--- config.mk ---
export PLATFORM = sky130hd
export DESIGN_NAME = bcd_sseg_scan
export DESIGN_NICKNAME = d
export VERILOG_FILES = /design/src/rtl/bcd_sseg_scan.sv
export SDC_FILE = /design/constraint.sdc
export NUM_CORES = 1
export LEC_CHECK = 0
export BUFFER_PORTS_ARGS = -buffer_cell sky130_fd_sc_hd__buf_2
export CAP_MARGIN = 20
export CORE_AREA = 2 2 93 95
export CTS_CLUSTER_DIAMETER = 100
export DETAILED_ROUTE_END_ITERATION = 8
export DIE_AREA = 0 0 95 97
export PLACE_DENSITY = 0.54
export SYNTH_ARGS = -nofsm -noshare
export SYNTH_HDL_FRONTEND = slang
export SYNTH_SLANG_ARGS = --single-unit
export TNS_END_PERCENT = 100
--- constraint.sdc ---
create_clock -name clk -period 2.6 [get_ports clk]
set_input_delay 0.13 -clock clk [delete_from_list [all_inputs] [get_ports clk]]
set_output_delay 0.13 -clock clk [all_outputs]
set_load 0.01 [all_outputs]
--- src/rtl/bcd_sseg_scan.sv ---
// Multiplexed common-anode seven-segment scanner with tear-free shadow/active BCD registers.
// Optional leading-zero blanking is enabled by defining LEADING_ZERO_BLANK_EN.
module bcd_sseg_scan #(
    parameter int DIGITS      = 4,
    parameter int REFRESH_DIV = 50000
) (
    input  logic                  clk,
    input  logic                  rst,
    input  logic                  load,
    input  logic [4*DIGITS-1:0]   bcd,
    input  logic [DIGITS-1:0]     dp_in,
    output logic [6:0]            seg,
    output logic                  dp,
    output logic [DIGITS-1:0]     an,
    output logic                  frame
);

    localparam int PW = $clog2(REFRESH_DIV);
    localparam int IW = $clog2(DIGITS);

    logic [PW-1:0]         pcnt_q, pcnt_d;
    logic [IW-1:0]         idx_q, idx_d;
    logic [4*DIGITS-1:0]   shadow_bcd_q, shadow_bcd_d;
    logic [DIGITS-1:0]     shadow_dp_q, shadow_dp_d;
    logic [4*DIGITS-1:0]   active_bcd_q, active_bcd_d;
    logic [DIGITS-1:0]     active_dp_q, active_dp_d;
    logic                  wrap_q, wrap_d;
    logic [6:0]            seg_q, seg_d;
    logic                  dp_q, dp_d;
    logic [DIGITS-1:0]     an_q, an_d;
    logic                  frame_q, frame_d;

    logic                  tick;
    logic [3:0]            cur_digit;
    logic                  lz_blank;

    function automatic logic [6:0] decode(input logic [3:0] v);
        case (v)
            4'd0:    decode = 7'b1000000;
            4'd1:    decode = 7'b1111001;
            4'd2:    decode = 7'b0100100;
            4'd3:    decode = 7'b0110000;
            4'd4:    decode = 7'b0011001;
            4'd5:    decode = 7'b0010010;
            4'd6:    decode = 7'b0000010;
            4'd7:    decode = 7'b1111000;
            4'd8:    decode = 7'b0000000;
            4'd9:    decode = 7'b0010000;
            default: decode = 7'b0111111;
        endcase
    endfunction

    always_comb begin
        // NOTE: every always_comb output gets a default first so no path leaves it unassigned (no latch).
        tick         = (pcnt_q == PW'(REFRESH_DIV - 1));
        wrap_d       = tick && (idx_q == IW'(DIGITS - 1));
        pcnt_d       = tick ? '0 : pcnt_q + PW'(1);
        idx_d        = idx_q;
        if (tick) begin
            idx_d = wrap_d ? '0 : idx_q + IW'(1);
        end

        shadow_bcd_d = load ? bcd   : shadow_bcd_q;
        shadow_dp_d  = load ? dp_in : shadow_dp_q;
        active_bcd_d = active_bcd_q;
        active_dp_d  = active_dp_q;
        // A load on the boundary cycle bypasses the shadow so the new frame is never stale.
        if (wrap_d) begin
            active_bcd_d = shadow_bcd_d;
            active_dp_d  = shadow_dp_d;
        end

        cur_digit = active_bcd_q[4*idx_q +: 4];
        lz_blank  = 1'b0;
`ifdef LEADING_ZERO_BLANK_EN
        lz_blank = (idx_q != '0);
        for (int j = 0; j < DIGITS; j++) begin
            if (j >= int'(idx_q) && active_bcd_q[4*j +: 4] != 4'd0) begin
                lz_blank = 1'b0;
            end
        end
`endif
        seg_d   = lz_blank ? 7'b1111111 : decode(cur_digit);
        dp_d    = ~active_dp_q[idx_q];
        an_d    = ~(DIGITS'(1) << idx_q);
        frame_d = wrap_q;
    end

    // NOTE: sequential state uses non-blocking assignments so all flops update from pre-edge values.
    always_ff @(posedge clk or posedge rst) begin
        if (rst) begin
            pcnt_q       <= '0;
            idx_q        <= '0;
            shadow_bcd_q <= '0;
            shadow_dp_q  <= '0;
            active_bcd_q <= '0;
            active_dp_q  <= '0;
            wrap_q       <= 1'b0;
            seg_q        <= 7'b1111111;
            dp_q         <= 1'b1;
            an_q         <= '1;
            frame_q      <= 1'b0;
        end else begin
            pcnt_q       <= pcnt_d;
            idx_q        <= idx_d;
            shadow_bcd_q <= shadow_bcd_d;
            shadow_dp_q  <= shadow_dp_d;
            active_bcd_q <= active_bcd_d;
            active_dp_q  <= active_dp_d;
            wrap_q       <= wrap_d;
            seg_q        <= seg_d;
            dp_q         <= dp_d;
            an_q         <= an_d;
            frame_q      <= frame_d;
        end
    end

    assign seg   = seg_q;
    assign dp    = dp_q;
    assign an    = an_q;
    assign frame = frame_q;

endmodule

==> results.yml, run 1 <==
timing:
  fin_crit_sh_pct: 80.5
  maxSlewViolCount: 0
  setup_viol: 0
  tightest_slew_ps: 486
  fin_crit_ps: 2090
  final_hold_viol_count: 0
  slew_headroom_pct: 67.6
  rsz0062_at_grt: "no"
  fmax_ghz: 0.478
  fin_skew_ps: 12.0
  final.setup.tns_ps: 0
  finalWorstSetupSlack_ps: 507
detailed_routing:
  drtIter0Drc: 36
  postRouteAntennaNets: 0
  dr.pass1.iters: 4
  totalWireLength_um: 5390
  avgViaCountPerCell: 4.77
  num_vias: 1825
  route.detailed.drc: 0
  drt-wirelength-per-cell_um: 14.1
critical_path:
  cp.required_ps: 2830
  cp_max_fo: 21
  crit_type: "reg -> reg"
  reg2reg_depth: 5
  crit_arrival_ps: 2320
  critPathLaunchType: "flip-flop"
  setup.worst_path.end_class: "flip-flop"
placement:
  port_buffers: 35
  dpl_cell_area_um2: 3470
  finalWeightedCongestion: 0.755
  dp_slack_ps: 502
  post-dp-hpwl_um: 3690
  dp.cells: 366
global_route:
  grt_pass1_vias: 1858
  antenna_found_initial: 0
  track_usage_pct: 13.1
  grt_max_degree: 40
  grt_overflow: 0
  grt_pass1_wl_um: 9190
final_layout:
  diodes: 0
  fill_cells: 762
  seqCellArea_um2: 1820
  multi_input_area_um2: 1270
  drive_above_1_share_pct: 41.0
  layout_commonest_cell: "dfrtp_1"
  fin_area_um2: 3680
  area_growth_pct: 15.8
  mostFrequentLayoutCells: "dfrtp_1 (60), buf_2 (35), mux2_2 (21), mux2_4 (19), nor2_1 (15)"
  nNetsFinal: 307
  fin_cells: 383
yosys:
  synth_warnings: 0
  synthDistinctLibCells: 34
  yosysTopAreaCellShare_pct: 47.2
  synth_area_per_cell_um2: 13.8
  synth_area_leaders: "dfrtp_1 (47%), dfstp_2 (9.9%), mux2_4 (9.0%), mux2_2 (7.4%), ha_1 (4.3%)"
  synth_nets: 264
  syn_inst: 230
  syn_area_um2: 3180
  yosysSeqAreaShare_pct: 57.1
  yosysTopAreaCell: "dfrtp_1"
  ys_seq_elements: 72
clocking:
  h-tree-depth: 3
  clkSinkCount: 72
  clk_pin_slew_ps: 70
  postCtsSetupBuffers: 0
  hold_buffers: 1
  clk-insertion-delay-late_ps: 350
  root_buffer: "clkbuf_8"
  clk_path_buf_depth: 2
  ctsResizeCount: 0
  numCtsBuffers: 9
  cts_tree: "built"
pwr:
  p_leak_nw: 1.71
  ir_drop_mv: 0.220
  p_per_area_nw_per_um2: 615
floorplanning:
  start_util_pct: 39.1
  dieArea_um2: 9220
  rows: 33
  die_h_um: 97
  ioPinCount: 36
  coreArea_um2: 8130
  die_x_um: 95
outcome:
  status: "finished clean"
flow_run:
  cap_violations: 0
worst_hold_path:
  min_path_type: "in -> reg"
  holdPathStages: 2
-- kinds of logic (layout without fill, tap and decap cells) --
logic type / count (synthesis) / count (layout) / share of synthesized area (%)
flip-flops: 72 / 72 / 57.1
AND/OR/NAND/NOR: 55 / 55 / 9.21
multiplexers: 46 / 46 / 20.3
buffers and inverters: 20 / 68 / 2.87
AO/OA/AOI/OAI: 13 / 13 / 2.64
XOR/XNOR: 13 / 13 / 3.58
adder cells (fa/ha/maj): 11 / 11 / 4.33
-- Yosys cell counts (all sizes together) --
cell and n:
o311ai 2, nor2 15, nand4b 1, dfstp 12, mux2i 1, a2bb2oi 1, xor2 6, buf 3
o21ai 5, nor2b 1, inv 12, nand2b 1, or2 1, or3 2, ha 11, nand3 9
a21oi 3, or4b 2, nand2 12, dfrtp 60, o31a 1, a32oi 1, nand4 4, mux2 40
clkbuf 5, nor4 4, nor3 2, and4 1, mux4 5, xnor2 7
-- final cells by class --
class | count | share of cell area, %
Sequential cell | 72 | 49.3
Multi-Input combinational cell | 138 | 34.6
Timing Repair Buffer | 40 | 5.84
Clock buffer | 13 | 4.32
Tap cell | 105 | 3.57
Inverter | 12 | 1.22
Clock inverter | 3 | 1.16
-- power breakdown --
| group | internal, mW | leakage (nW) | switching [mW] |
|---|---|---|---|
| Clock | 0.495 | 0.0996 | 0.397 |
| Sequential | 1.18 | 0.882 | 0.0185 |
| Combinational | 0.0872 | 0.733 | 0.0821 |
| Total | 1.77 | 1.71 | 0.498 |
-- flip-flops by register name (all words and copies together), names as in the netlist --
name / flops
shadow_dp_q: 4
active_bcd_q: 16
an: 4
frame: 1
shadow_bcd_q: 16
frame_d: 1
pcnt_q: 16
active_dp_q: 4
dp: 1
idx_q: 2
seg: 7
-- layer usage --
layer / track usage (%) / wire [um]
met5: 0 / 0
met2: 18.1 / 2450
met4: 7.36 / 139
met1: 18.8 / 2590
met3: 3.27 / 208
-- path summary, 6_finish.rpt --
kind | start | to | slack (ps)
min in group asynchronous | rst | shadow_dp_q[0] | 420
min reg2reg | frame_d | frame | 350
min | bcd[5] | shadow_bcd_q[5] | 30
max reg2reg | pcnt_q[4] | active_bcd_q[11] | 510
max in group asynchronous | rst | seg[2] | 1790
max | pcnt_q[4] | active_bcd_q[11] | 510
-- critical path, stage by stage, from the launching register on --
cell	delay [ps]
dfrtp_1	420
or4b_1	590
nor4_4	310
nand2_2	70
buf_4	250
mux2_4	330
-- metrics by stage --
stage | hold WS, ps | utilization, % | power, mW
finish | 31.2 | 45.3 | 2.27
global route | 12.8 | 45.3 | 2.38
CTS | 9.38 | 45.3 | 2.30
detailed placement | 260 | 42.7 | 1.40
global placement | 262 | 42.7 | 1.39
floorplan | 295 | - | 1.34
No activity file was read; power rests on OpenSTA's default activity.
==> run 2: changes to the inputs <==
--- a/config.mk
+++ b/config.mk
@@ -5,13 +5,14 @@
 export SDC_FILE = /design/constraint.sdc
 export NUM_CORES = 1
 export LEC_CHECK = 0
+export ABC_AREA = 1
 export BUFFER_PORTS_ARGS = -buffer_cell sky130_fd_sc_hd__buf_2
 export CAP_MARGIN = 20
-export CORE_AREA = 2 2 93 95
+export CORE_AREA = 2 2 97 99
 export CTS_CLUSTER_DIAMETER = 100
 export DETAILED_ROUTE_END_ITERATION = 8
-export DIE_AREA = 0 0 95 97
-export PLACE_DENSITY = 0.54
+export DIE_AREA = 0 0 99 101
+export PLACE_DENSITY = 0.53
 export SYNTH_ARGS = -nofsm -noshare
 export SYNTH_HDL_FRONTEND = slang
 export SYNTH_SLANG_ARGS = --single-unit
==> constraint.sdc (replaced) <==
create_clock -name clk -period 2.05 [get_ports clk]
set_input_delay 0.1025 -clock clk [delete_from_list [all_inputs] [get_ports clk]]
set_output_delay 0.1025 -clock clk [all_outputs]
set_load 0.01 [all_outputs]
==> results.yml, run 2 <==
floorplanning:
  die_x_um: 99
  dieArea_um2: 10000
  coreArea_um2: 8980
  start_util_pct: 38.6
  ioPinCount: 36
  rows: 35
  die_h_um: 101
timing:
  tightest_slew_ps: 543
  fmax_ghz: 0.559
  maxSlewViolCount: 0
  slew_headroom_pct: 63.8
  fin_skew_ps: 11.2
  fin_crit_ps: 1790
  setup_viol: 0
  final.setup.tns_ps: 0
  rsz0062_at_grt: "no"
  final_hold_viol_count: 0
  fin_crit_sh_pct: 87.3
critical_path:
  cp_max_fo: 14
  setup.worst_path.end_class: "flip-flop"
  cp.required_ps: 2330
  critPathLaunchType: "flip-flop"
  crit_type: "reg -> reg"
  crit_arrival_ps: 2070
yosys:
  ys_seq_elements: 72
  async_flop_share_pct: 100
  synth_nets: 434
  yosys.area_share.adder_pct: 3.97
  syn_area_um2: 3460
  yosysSeqAreaShare_pct: 52.5
  synth_common_cells: "nand2_1 (125), dfrtp_1 (60), inv_1 (46), nor2_1 (28)"
  ys.flop_type: "dfrtp_1"
  synth_area_leaders: "dfrtp_1 (43%), nand2_1 (14%), dfstp_2 (9.1%), inv_1 (5.0%), ha_1 (4.0%)"
  yosysTopAreaCell: "dfrtp_1"
  synthSimpleGateAreaFrac_pct: 28.6
  synth_edf_count: 0
  synthXorXnorAreaFrac_pct: 2.02
  synth_area_per_cell_um2: 8.66
  synth_top_family_by_area: "simple AND/OR/NAND/NOR gates"
  yosysTopAreaCellShare_pct: 43.4
  synth-compound-area-share_pct: 4.30
  synthDistinctLibCells: 29
  synth.area.mux_share_pct: 0
  yosysMostFrequentCell: "nand2_1"
  syn_inst: 400
  synth_warnings: 0
pwr:
  p_leak_nw: 2.02
  ir_drop_mv: 0.540
  p_per_area_nw_per_um2: 696
  comb_power_share_pct: 4.4
  switching_power_mw: 0.641
  total_power_mw: 2.83
  pwr-share-seq_pct: 51.8
  intPower_mw: 2.19
  switching_share_pct: 22.6
  pwr-share-clk_pct: 43.8
clocking:
  numCtsBuffers: 9
  postCtsSetupBuffers: 0
  clkSinkCount: 72
  root_buffer: "clkbuf_8"
  clk_pin_slew_ps: 80
  clk_path_buf_depth: 2
  h-tree-depth: 3
  cts_tree: "built"
  clk-insertion-delay-late_ps: 350
detailed_routing:
  drt-wirelength-per-cell_um: 12.3
  dr.pass1.iters: 4
  met1_length_um: 3600
  wl_met3_um: 248
  drtIter0Drc: 101
  top_layer: "met4"
  postRouteAntennaNets: 0
  route.detailed.drc: 0
  wl_met2_um: 3000
  avgViaCountPerCell: 4.53
  totalWireLength_um: 6940
  num_vias: 2555
flow_run:
  cap_violations: 0
placement:
  port_buffers: 35
  finalWeightedCongestion: 0.819
  dp.cells: 536
  post-dp-hpwl_um: 4920
final_layout:
  layout_commonest_cell: "nand2_1"
  fill_cells: 874
  fin_cells: 564
  mostFrequentLayoutCells: "nand2_1 (125), dfrtp_1 (60), inv_1 (45), buf_2 (35), nor2_1 (28)"
  multi_input_area_um2: 1350
  diodes: 0
  reg.largest.list: "active_bcd_q (16), pcnt_q (16), shadow_bcd_q (16)"
  nNetsFinal: 482
  seqCellArea_um2: 1820
  drive_above_1_share_pct: 20.1
  area_growth_pct: 17.3
global_route:
  track_usage_pct: 15.4
  antenna_found_initial: 0
  grt_max_degree: 52
  grt_pass1_wl_um: 12100
  grt_overflow: 0
  grt_pass1_vias: 2488
worst_hold_path:
  min_path_type: "in -> reg"
outcome:
  status: "finished clean"
## run 2: final timing paths
check | from | to | slack (ps) | cells past startpoint
max | idx_q[0] | seg[5] | 260 | 9
min | bcd[0] | shadow_bcd_q[0] | 10 | 3
max reg2reg | idx_q[0] | seg[5] | 260 | 9
min reg2reg | frame_d | frame | 360 | 0
max in group asynchronous | rst | an[3] | 1060 | 4
min in group asynchronous | rst | shadow_bcd_q[14] | 310 | 3
## run 2: kinds of logic (layout without fill, tap and decap cells)
family	count (synthesis)	in the layout
AND/OR/NAND/NOR	214	214
buffers and inverters	67	120
flip-flops	72	72
adder cells (fa/ha/maj)	11	11
XOR/XNOR	8	8
AO/OA/AOI/OAI	28	28
## run 2: power groups by stage
| stage | logic, mW | clock network (mW) | registers [mW] |
|---|---|---|---|
| 2_1_floorplan | 0.0650 | 0 | 1.49 |
| 3_3_place_gp | 0.109 | 0 | 1.49 |
| 3_5_place_dp | 0.110 | 0 | 1.49 |
| 4_1_cts | 0.127 | 1.28 | 1.46 |
| 5_1_grt | 0.147 | 1.34 | 1.47 |
| 6_report | 0.124 | 1.24 | 1.46 |
## run 2: layer usage
metal / vias to the layer above / track usage [%]
li1: 1353 / -
met1: 1147 / 21.8
met2: 46 / 23.0
met3: 9 / 4.58
met4: 0 / 4.74
met5: - / 0
## run 2: final cells by class
type	count	share of cell area (%)
inverters	53	4.96
well taps	111	3.42
flip-flops and latches	72	44.7
multi-input cells	261	33.2
clock buffers	9	3.05
repair buffers	51	8.31
clock inverters	7	2.37
## run 2: critical path, cell delays in order, from the launching register on
cell	delay [ps]
dfrtp_1	600
inv_2	200
nand2_1	90
nand3_1	60
nand2_1	180
inv_1	110
ha_1	200
nand3b_1	140
nand3_1	90
nand2_1	60
## run 2: repair_timing
action                                 in CTS  in global routing
gates resized for setup                     0                  0
hold buffers                               12                  0
endpoints found under the hold margin      22                  0
## run 2: through the flow
stage | utilization (%) | setup slack (ps) | instance area [um^2] | hold WS [ps]
after global routing | 45.3 | 48.2 | 4060 | 5.23
after detailed placement | 41.5 | 287 | 3720 | 151
after CTS | 45.3 | 262 | 4060 | 0.989
after global placement | 41.5 | 368 | 3720 | 143
after floorplan | - | 142 | 3460 | 251
final | 45.3 | 261 | 4060 | 14.9
